## config.mk

```make
export PLATFORM = sky130hd
export DESIGN_NAME = uart_tx_fifo
export DESIGN_NICKNAME = d
export VERILOG_FILES = /design/src/rtl/uart_pkg.sv /design/src/rtl/uart_fifo.sv /design/src/rtl/uart_tx_fifo.sv
export SDC_FILE = /design/constraint.sdc
export NUM_CORES = 1
export LEC_CHECK = 0
export ABC_AREA = 1
export CAP_MARGIN = 5
export CORE_ASPECT_RATIO = 1.75
export CORE_MARGIN = 3
export CORE_UTILIZATION = 60
export CTS_BUF_LIST = sky130_fd_sc_hd__clkbuf_8 sky130_fd_sc_hd__clkbuf_16
export CTS_CLUSTER_DIAMETER = 150
export DETAILED_ROUTE_END_ITERATION = 8
export PLACE_DENSITY = 0.78
export SYNTH_ARGS = -nofsm -noshare
export SYNTH_HDL_FRONTEND = slang
export SYNTH_HIERARCHICAL = 1
export SYNTH_SLANG_ARGS = --single-unit
```

## constraint.sdc

```tcl
create_clock -name clk -period 4.36 [get_ports clk]
set_input_delay 0.872 -clock clk [delete_from_list [all_inputs] [get_ports clk]]
set_output_delay 0.872 -clock clk [all_outputs]
set_load 0.03 [all_outputs]
```

## src/rtl/uart_pkg.sv

```systemverilog
// ----------------------------------------------------------------------------
// uart_pkg
// Shared UART definitions: frame-level state encoding and helpers that derive
// register widths from configuration values. Used by the transmitter today
// and intended for the receiver as well.
// ----------------------------------------------------------------------------
package uart_pkg;

    // Frame-level states. PARITY is part of the shared encoding even when a
    // block is built without parity support.
    typedef enum logic [2:0] {
        ST_IDLE   = 3'd0,
        ST_START  = 3'd1,
        ST_DATA   = 3'd2,
        ST_PARITY = 3'd3,
        ST_STOP   = 3'd4
    } uart_state_t;

    // Width of the bit counter; covers 5..9 data bits and 1..2 stop bits.
    localparam int unsigned BIT_CNT_W = 4;

    // Pointer width for a power-of-two FIFO of the given depth.
    function automatic int unsigned ptr_bits(input int unsigned depth);
        return (depth > 1) ? $clog2(depth) : 1;
    endfunction

    // Occupancy counter width: one extra bit so "full" is representable.
    function automatic int unsigned count_bits(input int unsigned depth);
        return $clog2(depth) + 1;
    endfunction

    // Bit-timer width for a timer that counts 0..divisor-1.
    function automatic int unsigned timer_bits(input int unsigned divisor);
        return (divisor > 1) ? $clog2(divisor) : 1;
    endfunction

endpackage

```

## src/rtl/uart_fifo.sv

```systemverilog
// ----------------------------------------------------------------------------
// uart_fifo
// Synchronous single-clock FIFO with asynchronous active-high reset.
// Reset flushes the FIFO by clearing pointers and count; storage is untouched.
//
// Ports:
//   clk        in   system clock
//   reset      in   asynchronous, active-high reset
//   push       in   write request (ignored when full)
//   push_data  in   WIDTH  word to write
//   pop        in   read request (ignored when empty)
//   pop_data   out  WIDTH  word at the read pointer (valid when !empty)
//   count      out  entries stored
//   full       out  count == DEPTH
//   empty      out  count == 0
// ----------------------------------------------------------------------------
module uart_fifo
    import uart_pkg::*;
#(
    parameter int unsigned WIDTH = 8,
    parameter int unsigned DEPTH = 16
) (
    input  logic                          clk,
    input  logic                          reset,
    input  logic                          push,
    input  logic [WIDTH-1:0]              push_data,
    input  logic                          pop,
    output logic [WIDTH-1:0]              pop_data,
    output logic [count_bits(DEPTH)-1:0]  count,
    output logic                          full,
    output logic                          empty
);

    localparam int unsigned PW = ptr_bits(DEPTH);
    localparam int unsigned CW = count_bits(DEPTH);

    logic [WIDTH-1:0] mem [DEPTH];
    logic [PW-1:0]    wr_ptr;
    logic [PW-1:0]    rd_ptr;
    logic             push_ok;
    logic             pop_ok;

    assign full     = (count == CW'(DEPTH));
    assign empty    = (count == '0);
    assign push_ok  = push && !full;
    assign pop_ok   = pop && !empty;
    assign pop_data = mem[rd_ptr];

    // Pointers wrap naturally because DEPTH is a power of two.
    // NOTE: state registers use non-blocking assignments so every flop samples
    // pre-edge values regardless of statement order.
    always_ff @(posedge clk or posedge reset) begin
        if (reset) begin
            wr_ptr <= '0;
            rd_ptr <= '0;
            count  <= '0;
        end else begin
            if (push_ok) wr_ptr <= wr_ptr + PW'(1);
            if (pop_ok)  rd_ptr <= rd_ptr + PW'(1);
            case ({push_ok, pop_ok})
                2'b10:   count <= count + CW'(1);
                2'b01:   count <= count - CW'(1);
                default: count <= count;
            endcase
        end
    end

    // NOTE: storage has no reset; a flush only needs the pointers and count
    // cleared, and leaving the array unreset lets it map onto RAM.
    always_ff @(posedge clk) begin
        if (push_ok) mem[wr_ptr] <= push_data;
    end

endmodule

```

## src/rtl/uart_tx_fifo.sv

```systemverilog
// ----------------------------------------------------------------------------
// uart_tx_fifo
// Buffered UART transmitter. Words pushed on a strobe/ready handshake are
// queued in a FIFO and serialised LSB-first on a registered TX line. The bit
// timer restarts at every START bit, so frames are aligned to the start edge
// and back-to-back frames follow each other with no idle gap.
//
// Optional feature macro: UART_TX_PARITY_EN
//   defined   - a parity bit (even, or odd when PARITY_ODD=1) follows the data
//   undefined - no parity state or logic; PARITY_ODD has no effect
//
// Ports:
//   clk          in   system clock
//   reset        in   asynchronous, active-high reset
//   data         in   DATA_BITS  word to transmit
//   data_strobe  in   push request, one word per cycle
//   ready        out  FIFO not full; a strobe is accepted only while high
//   serial       out  TX line, idles high, registered
//   busy         out  a frame is being shifted out
//   fifo_count   out  words waiting, excluding the one being shifted
//   overflow     out  one-cycle pulse the cycle after a refused strobe
// ----------------------------------------------------------------------------
module uart_tx_fifo
    import uart_pkg::*;
#(
    parameter int unsigned DIVISOR    = 16,
    parameter int unsigned DATA_BITS  = 8,
    parameter int unsigned STOP_BITS  = 1,
    parameter int unsigned FIFO_DEPTH = 16,
    parameter int unsigned PARITY_ODD = 0
) (
    input  logic                          clk,
    input  logic                          reset,
    input  logic [DATA_BITS-1:0]          data,
    input  logic                          data_strobe,
    output logic                          ready,
    output logic                          serial,
    output logic                          busy,
    output logic [$clog2(FIFO_DEPTH):0]   fifo_count,
    output logic                          overflow
);

    localparam int unsigned TW = timer_bits(DIVISOR);
    localparam logic [TW-1:0]        TIMER_LAST = TW'(DIVISOR - 1);
    localparam logic [BIT_CNT_W-1:0] DATA_LAST  = BIT_CNT_W'(DATA_BITS - 1);
    localparam logic [BIT_CNT_W-1:0] STOP_LAST  = BIT_CNT_W'(STOP_BITS - 1);

    uart_state_t            state;
    logic [TW-1:0]          timer;
    logic [BIT_CNT_W-1:0]   bit_cnt;
    logic [DATA_BITS-1:0]   shift;
    logic [DATA_BITS-1:0]   fifo_data;
    logic                   fifo_full;
    logic                   fifo_empty;
    logic                   bit_end;
    logic                   frame_end;
    logic                   pop;

`ifdef UART_TX_PARITY_EN
    logic                   parity_bit;
`else
    // Parity is compiled out, so the parity sense is deliberately unused.
    logic                   unused_parity_odd;
    assign unused_parity_odd = 1'(PARITY_ODD);
`endif

    // ready comes from the registered count only, so a push into a full FIFO
    // is refused even when a pop happens in the same cycle.
    assign ready     = !fifo_full;
    assign bit_end   = (timer == TIMER_LAST);
    assign frame_end = (state == ST_STOP) && bit_end && (bit_cnt == STOP_LAST);
    // Pop from IDLE, or on the last stop cycle so the next START follows
    // immediately.
    assign pop       = !fifo_empty && ((state == ST_IDLE) || frame_end);

    uart_fifo #(
        .WIDTH (DATA_BITS),
        .DEPTH (FIFO_DEPTH)
    ) u_fifo (
        .clk       (clk),
        .reset     (reset),
        .push      (data_strobe),
        .push_data (data),
        .pop       (pop),
        .pop_data  (fifo_data),
        .count     (fifo_count),
        .full      (fifo_full),
        .empty     (fifo_empty)
    );

    // The line level is registered together with the state: each transition
    // loads the level of the bit being entered, so serial has no decode glitch
    // and reset forces it high without waiting for a clock edge.
    always_ff @(posedge clk or posedge reset) begin
        if (reset) begin
            state      <= ST_IDLE;
            timer      <= '0;
            bit_cnt    <= '0;
            shift      <= '0;
            serial     <= 1'b1;
            busy       <= 1'b0;
            overflow   <= 1'b0;
`ifdef UART_TX_PARITY_EN
            parity_bit <= 1'b0;
`endif
        end else begin
            overflow <= data_strobe && !ready;

            if (pop) begin
                state  <= ST_START;
                timer  <= '0;
                shift  <= fifo_data;
                serial <= 1'b0;
                busy   <= 1'b1;
`ifdef UART_TX_PARITY_EN
                // Computed from the whole word now, before shifting consumes it.
                parity_bit <= (^fifo_data) ^ 1'(PARITY_ODD);
`endif
            end else begin
                case (state)
                    ST_IDLE: begin
                        serial <= 1'b1;
                        busy   <= 1'b0;
                    end

                    ST_START: begin
                        if (bit_end) begin
                            timer   <= '0;
                            bit_cnt <= '0;
                            state   <= ST_DATA;
                            serial  <= shift[0];
                        end else begin
                            timer <= timer + TW'(1);
                        end
                    end

                    ST_DATA: begin
                        if (bit_end) begin
                            timer <= '0;
                            if (bit_cnt == DATA_LAST) begin
`ifdef UART_TX_PARITY_EN
                                state  <= ST_PARITY;
                                serial <= parity_bit;
`else
                                state   <= ST_STOP;
                                bit_cnt <= '0;
                                serial  <= 1'b1;
`endif
                            end else begin
                                bit_cnt <= bit_cnt + BIT_CNT_W'(1);
                                shift   <= shift >> 1;
                                // shift[1] is the next bit once shift moves.
                                serial  <= shift[1];
                            end
                        end else begin
                            timer <= timer + TW'(1);
                        end
                    end

`ifdef UART_TX_PARITY_EN
                    ST_PARITY: begin
                        if (bit_end) begin
                            timer   <= '0;
                            bit_cnt <= '0;
                            state   <= ST_STOP;
                            serial  <= 1'b1;
                        end else begin
                            timer <= timer + TW'(1);
                        end
                    end
`endif

                    ST_STOP: begin
                        if (bit_end) begin
                            timer <= '0;
                            if (bit_cnt == STOP_LAST) begin
                                // FIFO empty here, otherwise pop took over.
                                state  <= ST_IDLE;
                                busy   <= 1'b0;
                                serial <= 1'b1;
                            end else begin
                                bit_cnt <= bit_cnt + BIT_CNT_W'(1);
                            end
                        end else begin
                            timer <= timer + TW'(1);
                        end
                    end

                    default: begin
                        state  <= ST_IDLE;
                        timer  <= '0;
                        serial <= 1'b1;
                        busy   <= 1'b0;
                    end
                endcase
            end
        end
    end

endmodule

```

### Word level (Yosys, flattened, before mapping)

Memories as Yosys holds them, arrays and structs flattened.
Cells that the tools add are included.

* add/subtract/negate cells: 6
* eq/ne operators: 20
* muxes and demuxes: 34
* bitwise gates (word level): 1
* reduce and logical (&&, ||, !) cells: 23

Operator list (number)
* two-way mux 8 bit: 4
* two-way mux 4 bit: 7
* two-way mux 3 bit: 6
* adder 4 x 1 -> 4 bit, second input constant: 4
* != test 3 x 2 -> 1 bit, second input constant: 4
* one-hot mux 3 bit (4 select lines): 1
* one-hot mux 4 bit (3 select lines): 1
* AND reduction 6 bit: 2
* two-way mux 1 bit: 11
* one-hot mux 5 bit (2 select lines): 1
* != test 2 bit, second input constant: 4
* one-hot mux 4 bit (2 select lines): 1
* logical AND 1 bit: 6
* != test 2 x 1 -> 1 bit, second input constant: 3
* AND reduction 3 bit: 2
* nonzero test 2 bit: 3
* adder 5 x 1 -> 5 bit, second input constant: 1
* == test 5 bit, second input constant: 1
* logical NOT 5 bit: 1
* subtractor 5 x 1 -> 5 bit, second input constant: 1
* == test 4 x 3 -> 1 bit, second input constant: 1
* == test 4 bit, second input constant: 1
* logical NOT 4 bit: 1
* AND reduction 4 bit: 1
* 15 further kinds: 16

* flip-flop bits (word level): 35
* RAM bits: 128
* memories: 1

Memories
* u_fifo.mem: depth 16, width 8, rd ports 1, clocked after Yosys merged registers in 0, wr ports 1, RTL line uart_fifo.sv:37 `logic [WIDTH-1:0] mem [DEPTH];`

### Depth between registers and ports, before layout

* depth after elaboration: 8
* gate-level depth with buffers: 21
* gate-level depth less buffers: 21

### Modules after synthesis

The synthesis kept the hierarchy.

By module, submodules not included
* uart_fifo: times used 1, cells an instance 625, area each 6237.2 µm², seq. area each 4169.0 µm²
* uart_tx_fifo: times used 1, cells an instance 170, area each 1303.8 µm², seq. area each 551.8 µm²

### Least setup slack after synthesis

Ideal clock, no wire load.

* path type: register to register
* from: register u_fifo.count[0]
* to: register u_fifo.count[4]
* setup time: 117 ps
* data arrival time: 2424 ps
* path slack: 1819 ps
* stages on the path, launching flop included: 16
* buffers on the path: 0
* period minus slack after synthesis: 2541 ps
* cells stage by stage: dfrtp_1 -> nor2_1 -> nand4_1 -> inv_1 -> inv_1 -> nand2_4 -> clkinv_1 -> nand2_1 -> inv_1 -> ha_1 -> ha_1 -> or2_2 -> nand3_1 -> nand2_1 -> nand2_1 -> nand2_1

* cells in the longest elaborated chain, start to end: 6

RTL lines
* from (decl): RTL line uart_fifo.sv:29 `output logic [count_bits(DEPTH)-1:0] count,`
* from (signal assigned): RTL line uart_fifo.sv:61 `2'b10: count <= count + CW'(1);`
* from (signal assigned): RTL line uart_fifo.sv:62 `2'b01: count <= count - CW'(1);`
* from (signal assigned): RTL line uart_fifo.sv:63 `default: count <= count;`
* logical NOT 5 bit (*): RTL line uart_fifo.sv:44 `assign empty = (count == '0);`
* named net fifo_empty: RTL line uart_tx_fifo.sv:54 `logic fifo_empty;`
* logical NOT 1 bit (*): RTL line uart_tx_fifo.sv:74 `assign pop = !fifo_empty && ((state == ST_IDLE) || frame_end);`
* logical AND 1 bit (*): RTL line uart_tx_fifo.sv:74
* named net pop: RTL line uart_tx_fifo.sv:57 `logic pop;`
* logical AND 1 bit (*): RTL line uart_fifo.sv:46 `assign pop_ok = pop && !empty;`
* named net u_fifo.pop_ok: RTL line uart_fifo.sv:41 `logic pop_ok;`
* == test 2 x 1 -> 1 bit or == test 2 bit (tied branches): RTL line uart_fifo.sv:60 `case ({push_ok, pop_ok})`
* one-hot mux 5 bit (2 select lines) or nonzero test 2 bit (tied branches)

Mark *: on every way through the listed nets, which the timed path passes. The rest lies on a longest branch.
A chain may end at the register's enable or synchronous reset.

### Worst setup path in the final report

Same ends and word-level chain as after synthesis.

==> impl_metrics.tcl <==
set metrics [dict create \
    antenna_found_initial 0 \
    hold_path.class "reg2reg" \
    endpoint "u_fifo/count[4]$_DFFE_PP0P_" \
    r2r_setup_slack_ns 1.38 \
    ff_latch_area_sq_um 4722 \
    setup_viol 0 \
    synth_area_per_cell_sq_um 9.486 \
    wirelength_um 16810 \
    fin_skew_ns 0.009018 \
    dr.pass1.iters 5 \
    syn_area_sq_um 7541 \
    rsz0062_at_grt "no" \
    cts_sinks 163 \
    diodes 0 \
    pwr_density_cell_nw_per_um2 467.4 \
    drtAntennaViolNets 0 \
    maxSlewHeadroom 0.4241 \
    io_buffers 19 \
    cts_tree "built" \
    synth_cell_types 32 \
    crit_start "u_fifo/count[0]$_DFFE_PP0P_" \
    fill_cells 886 \
    rows 53 \
    multiInputGateArea_sq_um 2313 \
    die_x_um 90.75 \
    max-vdd-ir-drop_mv 0.4610 \
    place_congestion 0.8651 \
    syn_inst 795 \
    hold_violations 0 \
    leakage_nw 3.738 \
    die_area_sq_um 14000 \
    final_core_util 0.6937 \
    grt_max_degree 82 \
    drt_iter0_markers 404 \
    max_cap_viol_count 0 \
    hold_buffers 0 \
    insertion_delay_ns 0.43 \
    cts_buffers 17 \
    initial_core_util 0.6214 \
    vias 5383 \
    startpoint_type "flop" \
    synth_edf_count 128 \
    critPathCaptureType "flop" \
    worst_ep_arrival_time_ns 3.35 \
    r2r_start "u_fifo/count[0]$_DFFE_PP0P_" \
    place_area_sq_um 7820 \
    r2r_cells 16 \
    slew_viol_final 0 \
    ctsLongestPathBuffers 2 \
    tightest_slew_ns 0.8629 \
    fin_crit_ns 2.983 \
    max_freq_mhz 335.2 \
    reg2reg_to "u_fifo/count[4]$_DFFE_PP0P_" \
    postSynth.asyncResetShare 0.2147 \
    cts-root-buf "clkbuf_16" \
    grt_first_pass_wirelength_um 26850 \
    fin_nets 835 \
    syn_nets 819 \
    die_h_um 154.3 \
    cts_setup_buffers 0 \
    wl_per_cell_um 16.99 \
    fin_crit_sh 0.6842 \
    finalSetupTns_ns 0 \
    layout-drive-gt1-share 0.07403 \
    synth_ff_type "edfxtp_1" \
    yosysWarnings 6 \
    grt_pass1_vias 5433 \
    grt_usage 0.2516 \
    avgViaCountPerCell 5.443 \
    crit_required_ns 4.73 \
    critPathKind "reg2reg" \
    stdcell_area_sq_um 8418 \
    htreeDepth 4 \
    core-area_sq_um 12140 \
    clk_pin_slew_ns 0.07 \
    layout-area-overhead-vs-synth_pct 11.63 \
    cp_max_fo 13 \
    place_hpwl_um 11390 \
    p_total_mw 3.934 \
    overflow 0 \
    drc_errors 0 \
    pin_count 20 \
    outcome "finished clean" \
    ys_ff_latch 163 \
    cts.repair.resized 0 \
    seq_area_frac_synth 0.6260 \
]
## layout make-up
cell class,count,area share
tap,165,0.02452
clock inverter,15,0.02051
inverter,101,0.04518
timing repair buffer,20,0.02348
sequential,163,0.5609
clock buffer,17,0.05054
multi-input combinational,508,0.2748
## Yosys cell counts (5+ instances only)
cell      instances  area (sq um)
a21oi_1           5         25.02
nand2_1         288          1081
edfxtp_1        128          3844
nor2_1           78         292.8
xor2_1            5         43.79
nand3_1          77         385.4
ha_1             12         150.1
dfrtp_1          34         850.8
inv_2             7         26.28
inv_1            92         345.3
buf_2            14         70.07
nand4_1           6         37.54
o21ai_0          11         55.05
## stage by stage
step | instances | hold slack (ns) | setup WS, ns
global placement | 957 | 0.4725 | 1.521
detailed placement | 957 | 0.4642 | 1.428
CTS | 989 | 0.4802 | 1.467
floorplan | 795 | 0.4694 | 1.819
finish | 989 | 0.4771 | 1.377
global route | 989 | 0.5049 | 1.159
## cell families (layout without fill, tap and decap cells)
family	Yosys count	after routing	synth area share
xor+xnor	8	8	0.009292
fa+ha+maj	13	13	0.02256
simple gates	466	466	0.2590
flops	163	163	0.6260
compound gates	21	21	0.01593
buf+inv	124	153	0.06720
## sequential cells by signal (all words and copies together), names as in the netlist, 3 cells and up
signal         flops
timer              4
u_fifo/mem       128
u_fifo/wr_ptr      4
u_fifo/count       5
u_fifo/rd_ptr      4
shift              8
bit_cnt            4
state              3
## cells in the final DEF (no fill, tap or decap), drive strengths merged
| cell | netlist | final |
|---|---|---|
| a21oi | 5 | 5 |
| buf | 19 | 1 |
| bufinv | 0 | 2 |
| clkbuf | 4 | 17 |
| clkdlybuf4s50 | 0 | 19 |
| clkinv | 2 | 7 |
| clkinvlp | 0 | 1 |
| dfrtp | 34 | 34 |
| dfstp | 1 | 1 |
| edfxtp | 128 | 128 |
| fa | 1 | 1 |
| ha | 12 | 12 |
| inv | 99 | 106 |
| nand2 | 295 | 295 |
| nand3 | 79 | 79 |
| nand4 | 6 | 6 |
| nor2 | 85 | 85 |
| o21ai | 15 | 15 |
| o2bb2ai | 1 | 1 |
| or2 | 1 | 1 |
| xnor2 | 3 | 3 |
| xor2 | 5 | 5 |
## worst max-delay path, stage by stage, from the launching register on
cell and delay (ns):
dfrtp_1 0.44, nor2_1 0.20, nand4_1 0.20, inv_1 0.14, inv_1 0.13, nand2_4 0.18
clkinv_1 0.12, nand2_1 0.18, inv_1 0.12, ha_1 0.28, ha_1 0.33, or2_2 0.32
nand2_1 0.08, nand2_1 0.06, nand2_1 0.06, nand2_1 0.04, nand2_1 0.05
## metal layers
layer  wire [um]  GRT usage  up-vias
li1            -          -     2572
met1        6150     0.2698     2530
met2        9057     0.4581      218
met3         827    0.04672       63
met4         770     0.1439        0
met5           0          0        -
## where the power goes
group          switching, mW  leakage [nW]  internal (mW)
Clock                  0.640         0.295          0.861
Combinational          0.363          1.85          0.157
Sequential            0.0801          1.59           1.83
## worst min path at each step
stage | from | end | slack, ns | cells after the start
floorplan | shift[7]$_DFFE_PP0P_ | shift[7]$_DFFE_PP0P_ | 0.47 | 2
finish | busy$_DFFE_PP0P_ | busy$_DFFE_PP0P_ | 0.48 | 2
global route | busy$_DFFE_PP0P_ | busy$_DFFE_PP0P_ | 0.50 | 2
detailed placement | busy$_DFFE_PP0P_ | busy$_DFFE_PP0P_ | 0.46 | 2
global placement | serial$_DFFE_PP1P_ | serial$_DFFE_PP1P_ | 0.47 | 2
CTS | busy$_DFFE_PP0P_ | busy$_DFFE_PP0P_ | 0.48 | 2
Note: power is estimated with default switching activity, not from simulation.
